[config.mk]
export PLATFORM = sky130hd
export DESIGN_NAME = out_serializer_flat
export DESIGN_NICKNAME = d
export VERILOG_FILES = /design/src/rtl/out_serializer_if.sv /design/src/rtl/out_serializer.sv /design/src/flat_wrapper.sv
export SDC_FILE = /design/constraint.sdc
export NUM_CORES = 2
export LEC_CHECK = 0
export BUFFER_PORTS_ARGS = -buffer_cell sky130_fd_sc_hd__buf_2
export CAP_MARGIN = 25
export CORE_MARGIN = 4
export CORE_UTILIZATION = 36
export CTS_CLUSTER_SIZE = 20
export DETAILED_ROUTE_END_ITERATION = 7
export SYNTH_ARGS = -nofsm -noshare
export SYNTH_HDL_FRONTEND = slang
export SYNTH_SLANG_ARGS = --single-unit
[constraint.sdc]
create_clock -name clock -period 46.9 [get_ports clock]
set_clock_uncertainty 0.05 [all_clocks]
set_input_delay 4.69 -clock clock [delete_from_list [all_inputs] [get_ports clock]]
set_output_delay 4.69 -clock clock [all_outputs]
set_load 0.02 [all_outputs]
[src/rtl/out_serializer_if.sv]
// Interface bundling the flattened-word input strobe and the beat stream
// toward the MAC/TX side. The stats counters exist only when
// OUT_SER_STATS_EN is defined.
interface out_serializer_if #(
  parameter int unsigned DATA_W = 1024,
  parameter int unsigned BEAT_W = 64
);
  logic [DATA_W-1:0] io_in_data;
  logic              io_in_en;
  logic [BEAT_W-1:0] io_out_data;
  logic              io_out_valid;
  logic              io_out_ready;
  logic              io_out_last;
  logic              io_full;
`ifdef OUT_SER_STATS_EN
  logic [31:0]       io_drop_cnt;
  logic [31:0]       io_pkt_cnt;

  modport master (
    output io_in_data, io_in_en, io_out_ready,
    input  io_out_data, io_out_valid, io_out_last, io_full,
    input  io_drop_cnt, io_pkt_cnt
  );
  modport slave (
    input  io_in_data, io_in_en, io_out_ready,
    output io_out_data, io_out_valid, io_out_last, io_full,
    output io_drop_cnt, io_pkt_cnt
  );
`else
  modport master (
    output io_in_data, io_in_en, io_out_ready,
    input  io_out_data, io_out_valid, io_out_last, io_full
  );
  modport slave (
    input  io_in_data, io_in_en, io_out_ready,
    output io_out_data, io_out_valid, io_out_last, io_full
  );
`endif
endinterface

[src/rtl/out_serializer.sv]
// out_serializer: buffers whole flattened PHV words in a DEPTH-entry FIFO and
// streams each word out as NBEATS beats of BEAT_W bits (beat 0 = low bits).
// Words arriving while the FIFO is full are dropped (unless the last beat of
// the head word leaves in the same cycle).
// Optional feature macro: OUT_SER_STATS_EN (drop / packet counters).
module out_serializer #(
  parameter int unsigned DATA_W = 1024,
  parameter int unsigned BEAT_W = 64,
  parameter int unsigned DEPTH  = 4
) (
  input  logic            clock,
  input  logic            reset,
  out_serializer_if.slave io
);
  localparam int unsigned NBEATS = DATA_W / BEAT_W;
  localparam int unsigned PTR_W  = $clog2(DEPTH);
  localparam int unsigned CNT_W  = PTR_W + 1;
  localparam int unsigned BI_W   = $clog2(NBEATS);

  typedef enum logic {IDLE, SEND} state_t;

  logic [DATA_W-1:0] fifo_q [DEPTH];
  logic [DATA_W-1:0] fifo_d [DEPTH];
  logic [PTR_W-1:0]  wr_ptr_q, wr_ptr_d;
  logic [PTR_W-1:0]  rd_ptr_q, rd_ptr_d;
  logic [CNT_W-1:0]  count_q, count_d;
  logic [BI_W-1:0]   beat_idx_q, beat_idx_d;
  state_t            state_q, state_d;

  logic valid, last, beat_fire, pop, push, full;
  logic [NBEATS-1:0][BEAT_W-1:0] rd_word;

  // Handshake qualifiers, all derived from registered state plus inputs
  always_comb begin
    valid     = (state_q == SEND);
    last      = valid && (beat_idx_q == BI_W'(NBEATS - 1));
    full      = (count_q == CNT_W'(DEPTH));
    beat_fire = valid && io.io_out_ready;
    pop       = beat_fire && last;
    push      = io.io_in_en && (!full || pop);
  end

  // Read mux: the head word viewed as an array of beats; zero when idle
  always_comb begin
    rd_word        = fifo_q[rd_ptr_q];
    io.io_out_data = valid ? rd_word[beat_idx_q] : '0;
  end

  assign io.io_out_valid = valid;
  assign io.io_out_last  = last;
  assign io.io_full      = full;

  // Next-state for FIFO storage, pointers, occupancy, beat index and FSM
  always_comb begin
    fifo_d     = fifo_q;
    wr_ptr_d   = wr_ptr_q;
    rd_ptr_d   = rd_ptr_q;
    beat_idx_d = beat_idx_q;
    if (push) begin
      fifo_d[wr_ptr_q] = io.io_in_data;
      wr_ptr_d         = wr_ptr_q + PTR_W'(1);
    end
    if (beat_fire) begin
      if (last) begin
        beat_idx_d = '0;
        rd_ptr_d   = rd_ptr_q + PTR_W'(1);
      end else begin
        beat_idx_d = beat_idx_q + BI_W'(1);
      end
    end
    count_d = count_q + CNT_W'(push) - CNT_W'(pop);
    // SEND whenever the next occupancy is non-zero, so valid follows count
    // one register stage later with no path from the inputs
    state_d = (count_d != '0) ? SEND : IDLE;
  end

  // Control registers
  always_ff @(posedge clock or posedge reset) begin
    if (reset) begin
      wr_ptr_q   <= '0;
      rd_ptr_q   <= '0;
      count_q    <= '0;
      beat_idx_q <= '0;
      state_q    <= IDLE;
    end else begin
      wr_ptr_q   <= wr_ptr_d;
      rd_ptr_q   <= rd_ptr_d;
      count_q    <= count_d;
      beat_idx_q <= beat_idx_d;
      state_q    <= state_d;
    end
  end

  // Word storage; contents are don't-care until written, so no reset
  always_ff @(posedge clock) begin
    fifo_q <= fifo_d;
  end

`ifdef OUT_SER_STATS_EN
  logic        drop;
  logic [31:0] drop_cnt_q, drop_cnt_d;
  logic [31:0] pkt_cnt_q, pkt_cnt_d;

  // Drop counter saturates; packet counter wraps
  always_comb begin
    drop       = io.io_in_en && full && !pop;
    drop_cnt_d = drop_cnt_q;
    pkt_cnt_d  = pkt_cnt_q;
    if (drop && (drop_cnt_q != '1)) drop_cnt_d = drop_cnt_q + 32'd1;
    if (pop) pkt_cnt_d = pkt_cnt_q + 32'd1;
  end

  // Stats registers
  always_ff @(posedge clock or posedge reset) begin
    if (reset) begin
      drop_cnt_q <= '0;
      pkt_cnt_q  <= '0;
    end else begin
      drop_cnt_q <= drop_cnt_d;
      pkt_cnt_q  <= pkt_cnt_d;
    end
  end

  assign io.io_drop_cnt = drop_cnt_q;
  assign io.io_pkt_cnt  = pkt_cnt_q;
`endif

endmodule

[src/flat_wrapper.sv]
// flat-port wrapper written by rule: the top's interface ports become plain ports
module out_serializer_flat 
#(
  parameter int unsigned DATA_W = 1024,
  parameter int unsigned BEAT_W = 64,
  parameter int unsigned DEPTH  = 4
)
  (clock, reset, io_io_in_data, io_io_in_en, io_io_out_ready, io_io_out_data, io_io_out_valid, io_io_out_last, io_io_full);
  out_serializer_if #(.DATA_W(DATA_W), .BEAT_W(BEAT_W)) io_i ();
  input  logic clock;
  input  logic reset;
  input wire logic [$bits(io_i.io_in_data)-1:0] io_io_in_data;
  input wire logic [$bits(io_i.io_in_en)-1:0] io_io_in_en;
  input wire logic [$bits(io_i.io_out_ready)-1:0] io_io_out_ready;
  output wire logic [$bits(io_i.io_out_data)-1:0] io_io_out_data;
  output wire logic [$bits(io_i.io_out_valid)-1:0] io_io_out_valid;
  output wire logic [$bits(io_i.io_out_last)-1:0] io_io_out_last;
  output wire logic [$bits(io_i.io_full)-1:0] io_io_full;
  assign io_i.io_in_data = io_io_in_data;
  assign io_i.io_in_en = io_io_in_en;
  assign io_i.io_out_ready = io_io_out_ready;
  assign io_io_out_data = io_i.io_out_data;
  assign io_io_out_valid = io_i.io_out_valid;
  assign io_io_out_last = io_i.io_out_last;
  assign io_io_full = io_i.io_full;
  out_serializer #(.DATA_W(DATA_W), .BEAT_W(BEAT_W), .DEPTH(DEPTH)) u_core (.clock(clock), .reset(reset), .io(io_i));
endmodule
==> results.yml <==
power_and_ir_drop:
  p_switching_uw: 3740
  peakVddDrop_mv: 0.0470
  pwr-share-seq: 0.431
  comb_power_share: 0.284
  finalPower_uw: 11600
  power_leakage_uw: 0.0582
  power_frac_clock: 0.285
  swShare: 0.322
  cellPowerDensity_mw_per_mm2: 63.5
  p_int_uw: 7890
clocking:
  cts_hold_buffers: 0
  cts.repair.resized: 0
  cts_made_buffers: 422
  clockBufferDepth: 4
  h-tree-depth: 5
  insertion_delay_ps: 940
  cts_tree: "built"
  post_cts_buffers: 0
  root_buffer: "clkbuf_16"
  clock_sinks: 4108
  clk_pin_slew_ps: 60
global_route:
  grt_pass1_vias: 77400
  grt_max_degree: 164
  antenna_found_initial: 535
  gr-usage-all-layers: 0.207
  grt_pass1_wl_mm: 639
  overflow: 0
critical_path:
  cp_top_family: "buffers and inverters"
  cp_data_arrival_time_ps: 7460
  crit_type: "reg2out"
  crit_path_frequent_cell: "buf_12"
  slowest_stage: "dfrtp_4"
  startpoint: "u_core.rd_ptr_q[0]$_DFFE_PP0P_"
  slowest_delay_ps: 830
  cp-start-kind: "flop"
  end_kind: "output port"
  reg2regPathDepth: 10
  critical_path_required_ps: 42160
  endpoint: "io_io_out_data[36]"
  cp_max_fo: 106
  worstSetupPathDepth: 10
  r2r_setup_slack_ps: 39820
  critPathBufInv: 6
  r2r_start: "u_core.beat_idx_q[0]$_DFFE_PP0P_"
  crit_chain: "buf_12 > buf_12 > buf_4 > buf_4 > buf_12 > mux4_2 > a22oi_1 > o211ai_1 > a22o_1 > buf_2"
  r2r_end: "u_core.fifo_q[1380]$_DFFE_PP_"
layout:
  drive_gt1_frac: 0.359
  multi_input_area_mm2: 0.0310
  fin_util: 0.424
  fill_cells: 36900
  area_growth_pct: 17.4
  finalNetCount: 8945
  ff_latch_area_mm2: 0.123
  final_cells: 14200
synth:
  synth.top_cell.area_share: 0.788
  async_flop_share: 0.00292
  synth_cells: 6569
  synth_fp_nets: 7605
  synth_area_mm2: 0.156
  synth.area.top_cells: "edfxtp_1, mux4_2, mux2i_1"
  ys_ff_latch: 4108
  ys_types: 48
  syn_area_per_cell_um2: 23.8
  yosysWarnings: 0
  synth.largest_area_cell: "edfxtp_1"
  synth_edf_count: 4096
  ys_seq_area_frac: 0.790
  synthFlopType: "edfxtp_1"
route:
  drc: 0
  vias_per_cell: 5.39
  drt_pre_antenna_iters: 5
  avgRoutedWirePerCell_um: 33.3
  via_count: 76500
  wl_mm: 472
  dr.first_iter.drc_count: 7927
  antenna_left: 0
timing:
  timing.final.crit_share: 0.260
  min_period_ps: 12200
  hold_viol_final: 0
  tightest_slew_ps: 1370
  fmax_mhz: 82.0
  fin_ws_ps: 34700
  drv_slew: 0
  rsz0062_at_grt: "false"
  max_slew_margin: 0.0877
  finalSetupViolCount: 0
  fin_tns_setup_ps: 0
die:
  dieArea_mm2: 0.444
  num_rows: 241
  core_mm2: 0.432
  dieHeight_um: 666
  start_util: 0.362
  io_pins: 1095
  dieWidth_um: 666
place:
  portBuffers: 1094
  place_congestion: 0.799
  dpl.hpwl_mm: 316
  dp_slack_ps: 35420
  place_inst: 13200
job:
  max_cap_violations: 0
outcome:
  status: "complete, no violations"
min_path:
  hold_path_startpoint: "u_core.count_q[1]$_DFF_PP0_"
  hold_path_class: "reg2reg"
## layout by cell type (no fill, tap or decap), types with 25 or more instances in the layout
| master | count |
|---|---|
| edfxtp_1 | 4096 |
| buf_2 | 1094 |
| mux4_2 | 957 |
| clkbuf_16 | 425 |
| mux2i_1 | 369 |
| diode_2 | 222 |
| buf_4 | 167 |
| clkinv_1 | 116 |
| o211ai_1 | 98 |
| clkinv_2 | 78 |
| o22ai_1 | 77 |
| clkbuf_1 | 68 |
| a22o_1 | 64 |
| o221a_2 | 61 |
| a22oi_1 | 57 |
| nand2_1 | 54 |
| o221ai_1 | 51 |
| a21oi_1 | 51 |
| bufinv_16 | 41 |
| a211oi_1 | 38 |
| a211oi_2 | 28 |
| nand3b_1 | 25 |
## cell usage after synthesis (25+ instances only)
master and instances:
nand3b_1 25, buf_4 73, nand2_1 55, o211ai_1 98
clkbuf_1 141, a21oi_1 52, a22o_1 64, buf_2 126
mux2i_1 370, o221ai_1 51, buf_1 25, a22oi_1 57
o22ai_1 77, edfxtp_1 4096, mux4_2 957, a211oi_1 67
o221a_2 61
## metal layers
metal,share of wire,up-vias,global-route usage
met5,0.0023,-,0
met4,0.050,170,0.101
met3,0.081,1223,0.0550
met2,0.51,3227,0.347
met1,0.36,40400,0.248
li1,-,31500,-
## power by group through the flow
stage | Sequential, uW | Clock, uW | Combinational [uW]
after CTS | 5020 | 3380 | 3420
after floorplan | 5940 | 0 | 1900
after global placement | 5050 | 0 | 3390
final | 5010 | 3310 | 3310
after global routing | 5060 | 3540 | 3500
after detailed placement | 5090 | 0 | 3410
## cells by family after synthesis
logic type	after synthesis	synth area share
DFF	4108	0.790
muxes	1328	0.162
AOI/OAI and AO/OA	601	0.0296
buffers and inverters	387	0.0127
and+or+nand+nor	131	0.00462
adders and majority gates	8	0.000689
xor gates and xnor gates	6	0.000337
## cell type report
class / count / share of cell area
Timing Repair Buffer: 1295 / 0.0407
Antenna cell: 222 / 0.00303
Clock inverter: 284 / 0.0152
Multi-Input combinational cell: 2074 / 0.169
Inverter: 8 / 0.000164
Sequential cell: 4108 / 0.673
Tap cell: 5710 / 0.0390
Clock buffer: 493 / 0.0595
## registers in the layout (all words and copies together) (netlist names)
signal / cells
u_core.wr_ptr_q: 2
u_core.rd_ptr_q: 2
u_core.count_q: 3
u_core.io.io_out_valid: 1
u_core.beat_idx_q: 4
u_core.fifo_q: 4096
## metrics by stage
stage / area [um^2] / hold WS [ps]
after floorplan: 156000 / 465
after global placement: 169000 / 487
after detailed placement: 169000 / 506
after CTS: 182000 / 527
after global routing: 183000 / 552
final: 183000 / 526
## worst min path at each step
stage / slack, ps / depth (start not counted) / to
5_1_grt: 550 / 1 / u_core.wr_ptr_q[1]$_DFFE_PP0N_
4_1_cts: 530 / 1 / u_core.count_q[2]$_DFF_PP0_
3_3_place_gp: 490 / 1 / u_core.count_q[2]$_DFF_PP0_
6_report: 530 / 1 / u_core.count_q[2]$_DFF_PP0_
3_5_place_dp: 510 / 1 / u_core.count_q[2]$_DFF_PP0_
2_1_floorplan: 470 / 1 / u_core.count_q[2]$_DFF_PP0_
No activity file was read; power rests on OpenSTA's default activity.
